**src/rtl/demux12_stream.sv**
```systemverilog
// Registered 1-to-2 stream demultiplexer with valid/ready on every channel.
// Each destination owns a one-entry output slot and a wrapping transfer counter.
module demux12_stream #(
    parameter int WIDTH = 8,
    parameter int CNT_W = 8
) (
    input  logic             clk,
    input  logic             rst,
    input  logic [WIDTH-1:0] s_data,
    input  logic             s_sel,
    input  logic             s_valid,
    output logic             s_ready,
    output logic [WIDTH-1:0] a_data,
    output logic             a_valid,
    input  logic             a_ready,
    output logic [WIDTH-1:0] b_data,
    output logic             b_valid,
    input  logic             b_ready,
    output logic [CNT_W-1:0] a_count,
    output logic [CNT_W-1:0] b_count
);

    logic [WIDTH-1:0] a_data_q, a_data_d;
    logic [WIDTH-1:0] b_data_q, b_data_d;
    logic             a_valid_q, a_valid_d;
    logic             b_valid_q, b_valid_d;
    logic [CNT_W-1:0] a_cnt_q, a_cnt_d;
    logic [CNT_W-1:0] b_cnt_q, b_cnt_d;

    logic can_load_a, can_load_b;
    logic load_a, load_b;
    logic drain_a, drain_b;

    // A slot may load when empty or when its current beat leaves this edge.
    assign can_load_a = !a_valid_q || a_ready;
    assign can_load_b = !b_valid_q || b_ready;

    assign s_ready = s_sel ? can_load_b : can_load_a;

    assign load_a  = s_valid && !s_sel && can_load_a;
    assign load_b  = s_valid &&  s_sel && can_load_b;
    assign drain_a = a_valid_q && a_ready;
    assign drain_b = b_valid_q && b_ready;

    always_comb begin
        a_valid_d = a_valid_q;
        a_data_d  = a_data_q;
        if (load_a) begin
            a_valid_d = 1'b1;
            a_data_d  = s_data;
        end else if (drain_a) begin
            a_valid_d = 1'b0;
        end
    end

    always_comb begin
        b_valid_d = b_valid_q;
        b_data_d  = b_data_q;
        if (load_b) begin
            b_valid_d = 1'b1;
            b_data_d  = s_data;
        end else if (drain_b) begin
            b_valid_d = 1'b0;
        end
    end

    always_comb begin
        a_cnt_d = a_cnt_q;
        b_cnt_d = b_cnt_q;
        if (drain_a) begin
            a_cnt_d = a_cnt_q + 1'b1;
        end
        if (drain_b) begin
            b_cnt_d = b_cnt_q + 1'b1;
        end
    end

    always_ff @(posedge clk or posedge rst) begin
        if (rst) begin
            a_valid_q <= 1'b0;
            b_valid_q <= 1'b0;
            a_data_q  <= '0;
            b_data_q  <= '0;
            a_cnt_q   <= '0;
            b_cnt_q   <= '0;
        end else begin
            a_valid_q <= a_valid_d;
            b_valid_q <= b_valid_d;
            a_data_q  <= a_data_d;
            b_data_q  <= b_data_d;
            a_cnt_q   <= a_cnt_d;
            b_cnt_q   <= b_cnt_d;
        end
    end

    assign a_data  = a_data_q;
    assign a_valid = a_valid_q;
    assign b_data  = b_data_q;
    assign b_valid = b_valid_q;
    assign a_count = a_cnt_q;
    assign b_count = b_cnt_q;

endmodule

```
**config.mk**
```make
export PLATFORM = sky130hd
export DESIGN_NAME = demux12_stream
export DESIGN_NICKNAME = d
export VERILOG_FILES = /design/src/rtl/demux12_stream.sv
export SDC_FILE = /design/constraint.sdc
export NUM_CORES = 1
export LEC_CHECK = 0
export ABC_AREA = 1
export BUFFER_PORTS_ARGS = -buffer_cell sky130_fd_sc_hd__buf_2
export CORE_MARGIN = 5
export CORE_UTILIZATION = 50
export DETAILED_ROUTE_END_ITERATION = 10
export GPL_TIMING_DRIVEN = 1
export PLACE_DENSITY = 0.82
export SETUP_SLACK_MARGIN = 0.3
export SYNTH_ARGS = -nofsm -noshare
export SYNTH_HDL_FRONTEND = slang
export SYNTH_SLANG_ARGS = --single-unit
```
**constraint.sdc**
```tcl
create_clock -name clk -period 1.3 [get_ports clk]
set_input_delay 0.195 -clock clk [delete_from_list [all_inputs] [get_ports clk]]
set_output_delay 0.195 -clock clk [all_outputs]
set_load 0.05 [all_outputs]
```
==> insert_results.sql <==
INSERT INTO impl_metrics (metric_group, metric, value, unit) VALUES
('finish', 'final_net_count', '285', ''),
('worst_setup_path', 'timing.critical_path.from_type', 'register', ''),
('die', 'floorplan.rows', '20', ''),
('global_route', 'grt_first_pass_wirelength', '8510', 'um'),
('global_route', 'globalRouteTotalUtil', '26.3', '%'),
('die', 'core_area', '0.00303', 'mm2'),
('routing', 'detail_route.wirelength', '7720', 'um'),
('outcome', 'outcome', 'complete, but fails checks', ''),
('sta', 'fin_worst_skew', '0.00525', 'ns'),
('clock_network', 'cts_num_sinks', '34', ''),
('die', 'dieWidth', '66.0', 'um'),
('worst_setup_path', 'worst_path_dominant_cell_family', 'flip-flops', ''),
('yosys', 'synth_seq_cells', '34', ''),
('worst_setup_path', 'crit_path_cell_trace', 'nand2_4 -> nand2_4 -> mux2_4 -> buf_8', ''),
('place', 'place.port_buffers', '48', ''),
('worst_setup_path', 'worstPathRequired', '1.11', 'ns'),
('sta', 'worst_slack', '-0.317', 'ns'),
('finish', 'insertedDiodeCount', '0', ''),
('outcome', 'violated_checks', 'setup timing', ''),
('power_and_ir_drop', 'ir_drop', '1900', 'uV'),
('finish', 'n_fill_cell', '46', ''),
('die', 'io-pin-count', '49', ''),
('yosys', 'cell_area_after_technology_mapping', '0.00157', 'mm2'),
('min_path', 'min-delay-start', 's_data[0]', ''),
('worst_setup_path', 'endpoint_kind', 'output pin', ''),
('worst_setup_path', 'cpPeakStageDelay', '0.47', 'ns'),
('finish', 'multi_input_area', '906', 'um2'),
('sta', 'final_period_minus_worst_setup_slack', '1.62', 'ns'),
('clock_network', 'tritoncts.num_buffers', '5', ''),
('worst_setup_path', 'regToRegStartpoint', 'a_valid$_DFFE_PP0P_', ''),
('sta', 'relSlewSlack', '53.8', '%'),
('sta', 'maxSlewViolCount', '0', ''),
('sta', 'period_share', '124', '%'),
('finish', 'ff_latch_area', '868', 'um2'),
('routing', 'detail_route.first_pass.iterations', '6', ''),
('worst_setup_path', 'worstPathMaxFanout', '3', ''),
('worst_setup_path', 'critPathArrivalTime', '1.42', 'ns'),
('place', 'gp_congestion', '0.758', ''),
('yosys', 'post_synthesis_net_count', '182', ''),
('clock_network', 'clock_latency', '0.34', 'ns'),
('routing', 'avgViaCountPerCell', '5.83', ''),
('yosys', 'synth.distinct_cells', '15', ''),
('finish', 'area_delta_synth_final', '88.3', '%'),
('sta', 'timing_hold_violations_final', '0', ''),
('die', 'die_height', '66.0', 'um'),
('routing', 'ant_nets', '0', ''),
('power_and_ir_drop', 'power-per-cell-area', '2790', 'mW/mm2'),
('clock_network', 'htreeDepth', '2', ''),
('worst_setup_path', 'crit_start', 'b_valid$_DFFE_PP0P_', ''),
('yosys', 'synth_cells', '166', ''),
('sta', 'grt_setup_unrepaired', 'yes', ''),
('finish', 'final_layout_size_suffix_gt1_share', '68.1', '%'),
('yosys', 'avg_synthesized_cell_area', '9.44', 'um2'),
('routing', 'avgRoutedWirePerCell', '24.6', 'um'),
('global_route', 'grt_antenna_before_repair', '0', ''),
('routing', 'dr_vias', '1831', ''),
('clock_network', 'clock_tree_from_tritoncts', 'yes', ''),
('place', 'dp_worst_setup_slack', '0.0623', 'ns'),
('global_route', 'number_of_global_route_vias_before_repair', '1716', ''),
('run', 'max_cap_viol_count', '0', ''),
('yosys', 'yosysSeqAreaShare', '54.3', '%'),
('sta', 'fin_setup_tns', '-1.18', 'ns'),
('clock_network', 'clock-root-buffer', 'sky130_fd_sc_hd__clkbuf_4', ''),
('die', 'die_area', '0.00435', 'mm2'),
('global_route', 'globalRoute.totalOverflow', '0', ''),
('routing', 'drt_iter0_drc', '204', ''),
('yosys', 'synth_warnings', '0', ''),
('clock_network', 'clkSlewWorstSetupHoldPaths', '0.10', 'ns'),
('routing', 'drc_errors', '0', ''),
('min_path', 'timing.hold.worst.class', 'input pin to register', ''),
('worst_setup_path', 'setup.worst_path.class', 'register to output pin', ''),
('die', 'initial_utilization', '51.7', '%'),
('clock_network', 'buffer_levels_on_the_longest_clock_path', '2', ''),
('place', 'hpwl', '2400', 'um'),
('global_route', 'pin_count_of_the_biggest_net_entering_global_routing', '35', ''),
('finish', 'layout.core_utilization', '97.4', '%'),
('power_and_ir_drop', 'leakagePower', '1.49', 'nW'),
('sta', 'final-setup-viol-count', '8', ''),
('worst_setup_path', 'crit_path_top_delay_cell', 'sky130_fd_sc_hd__dfrtp_2', ''),
('sta', 'timing.fmax', '0.618', 'GHz'),
('worst_setup_path', 'cp_common_cell', 'sky130_fd_sc_hd__nand2_4', ''),
('sta', 'worst_pin_slew', '0.692', 'ns'),
('worst_setup_path', 'cp_num_buf_inv', '1', '');
## Yosys cell counts
library cell               n  area share (%)
sky130_fd_sc_hd__buf_6     2             1.4
sky130_fd_sc_hd__xor2_1    4             2.2
sky130_fd_sc_hd__nor2_1    5             1.2
sky130_fd_sc_hd__ha_1      2             1.6
sky130_fd_sc_hd__nand3_1   8             2.6
sky130_fd_sc_hd__mux2_2    3             2.2
sky130_fd_sc_hd__inv_1    31             7.4
sky130_fd_sc_hd__nor2_2    2            0.80
sky130_fd_sc_hd__nand2_4   2             1.4
sky130_fd_sc_hd__dfrtp_1  34              54
sky130_fd_sc_hd__nand2_1  47              11
sky130_fd_sc_hd__xnor2_1   4             2.2
sky130_fd_sc_hd__nand4_1   2            0.80
sky130_fd_sc_hd__nand2_2   4             1.6
sky130_fd_sc_hd__o21ai_2  16             8.9
## sequential cells by signal (all words and copies together) (netlist names)
name	cells
b_data	8
a_valid	1
b_count	8
a_count	8
a_data	8
b_valid	1
## cell families (layout without fill, tap and decap cells)
logic type                 after synthesis  count (layout)  synth area share [%]
DFF                                     34              34                  54.3
and+or+nand+nor                         70              73                  19.6
buffers and inverters                   33             134                  8.87
AOI/OAI and AO/OA                       16              16                  8.95
muxes                                    3               3                  2.16
xor gates and xnor gates                 8               8                  4.47
adders and majority gates                2               2                  1.60
## layout by cell type, fill, tap and decap left out
master	synthesis	routed
sky130_fd_sc_hd__xnor2_1	4	2
sky130_fd_sc_hd__nand2_2	4	12
sky130_fd_sc_hd__inv_2	0	2
sky130_fd_sc_hd__buf_4	0	32
sky130_fd_sc_hd__nand3_1	8	2
sky130_fd_sc_hd__xor2_1	4	4
sky130_fd_sc_hd__dlygate4sd3_1	0	1
sky130_fd_sc_hd__nor2_2	2	2
sky130_fd_sc_hd__nand2_1	47	24
sky130_fd_sc_hd__o21ai_2	16	16
sky130_fd_sc_hd__buf_2	0	13
sky130_fd_sc_hd__nor2_1	5	1
sky130_fd_sc_hd__nand3_2	0	5
sky130_fd_sc_hd__nand2_8	0	5
sky130_fd_sc_hd__buf_8	0	16
sky130_fd_sc_hd__buf_6	2	31
sky130_fd_sc_hd__dfrtp_2	0	14
sky130_fd_sc_hd__buf_12	0	2
sky130_fd_sc_hd__clkbuf_4	0	5
sky130_fd_sc_hd__clkinv_2	0	1
sky130_fd_sc_hd__inv_1	31	29
sky130_fd_sc_hd__nand2_4	2	15
sky130_fd_sc_hd__mux2_4	0	3
sky130_fd_sc_hd__nand4_1	2	2
sky130_fd_sc_hd__ha_4	0	2
sky130_fd_sc_hd__clkbuf_1	0	1
sky130_fd_sc_hd__dfrtp_1	34	20
sky130_fd_sc_hd__nand3_4	0	1
sky130_fd_sc_hd__xnor2_2	0	2
sky130_fd_sc_hd__nor2_4	0	4
sky130_fd_sc_hd__clkbuf_8	0	1
## repair_timing
action                     4_1_cts  5_1_grt
hold endpoints to repair        34        0
resized for setup               97       55
hold buffers                     1        0
cloned                           1        2
buffers inserted                30       13
pin swaps                        9       16
setup endpoints to repair       65       67
## per-layer routing
layer / wire, um / up-vias / GRT usage, %
met4: 618 / 0 / 11.4
li1: - / 718 / -
met1: 2640 / 881 / 29.6
met2: 3660 / 161 / 45.8
met5: 0 / - / 0
met3: 802 / 71 / 7.99
## tightest hold or removal path, cell delays in order
cell                      delay (ns)
sky130_fd_sc_hd__buf_2          0.10
sky130_fd_sc_hd__inv_1          0.10
sky130_fd_sc_hd__o21ai_2        0.07
## through the flow
step	hold slack (ns)	area [um2]	power (mW)	std cells
2_1_floorplan	0.325	1660	4.21	166
3_3_place_gp	0.306	1950	4.81	259
3_5_place_dp	0.312	1950	4.88	259
4_1_cts	0.0969	2590	7.00	299
5_1_grt	0.131	2950	8.48	314
6_report	0.146	2950	8.22	314
## power breakdown
| part | total (mW) | switching [mW] | internal (mW) |
|---|---|---|---|
| Combinational | 5.59 | 3.24 | 2.34 |
| Clock | 0.634 | 0.372 | 0.262 |
| Sequential | 2.00 | 0.505 | 1.50 |
## path summary, 6_finish.rpt
kind,to,slack (ns),cells after the start
setup / recovery,s_ready,-0.32,4
setup reg to reg,a_count[5]$_DFFE_PP0P_,-0.20,9
max in group asynchronous,b_count[0]$_DFFE_PP0P_,0.48,4
min in group asynchronous,b_data[0]$_DFFE_PP0P_,0.49,4
hold reg to reg,a_data[3]$_DFFE_PP0P_,0.57,2
hold / removal,a_data[0]$_DFFE_PP0P_,0.15,3
## final cells by class
cell class	instances	area share (%)
sequential	34	29.4
clock buffer	7	1.87
multi-input combinational	102	30.7
timing repair buffer	95	32.0
inverter	31	3.94
tap	44	1.87
clock inverter	1	0.170
Note: power is estimated with default switching activity, not from simulation.
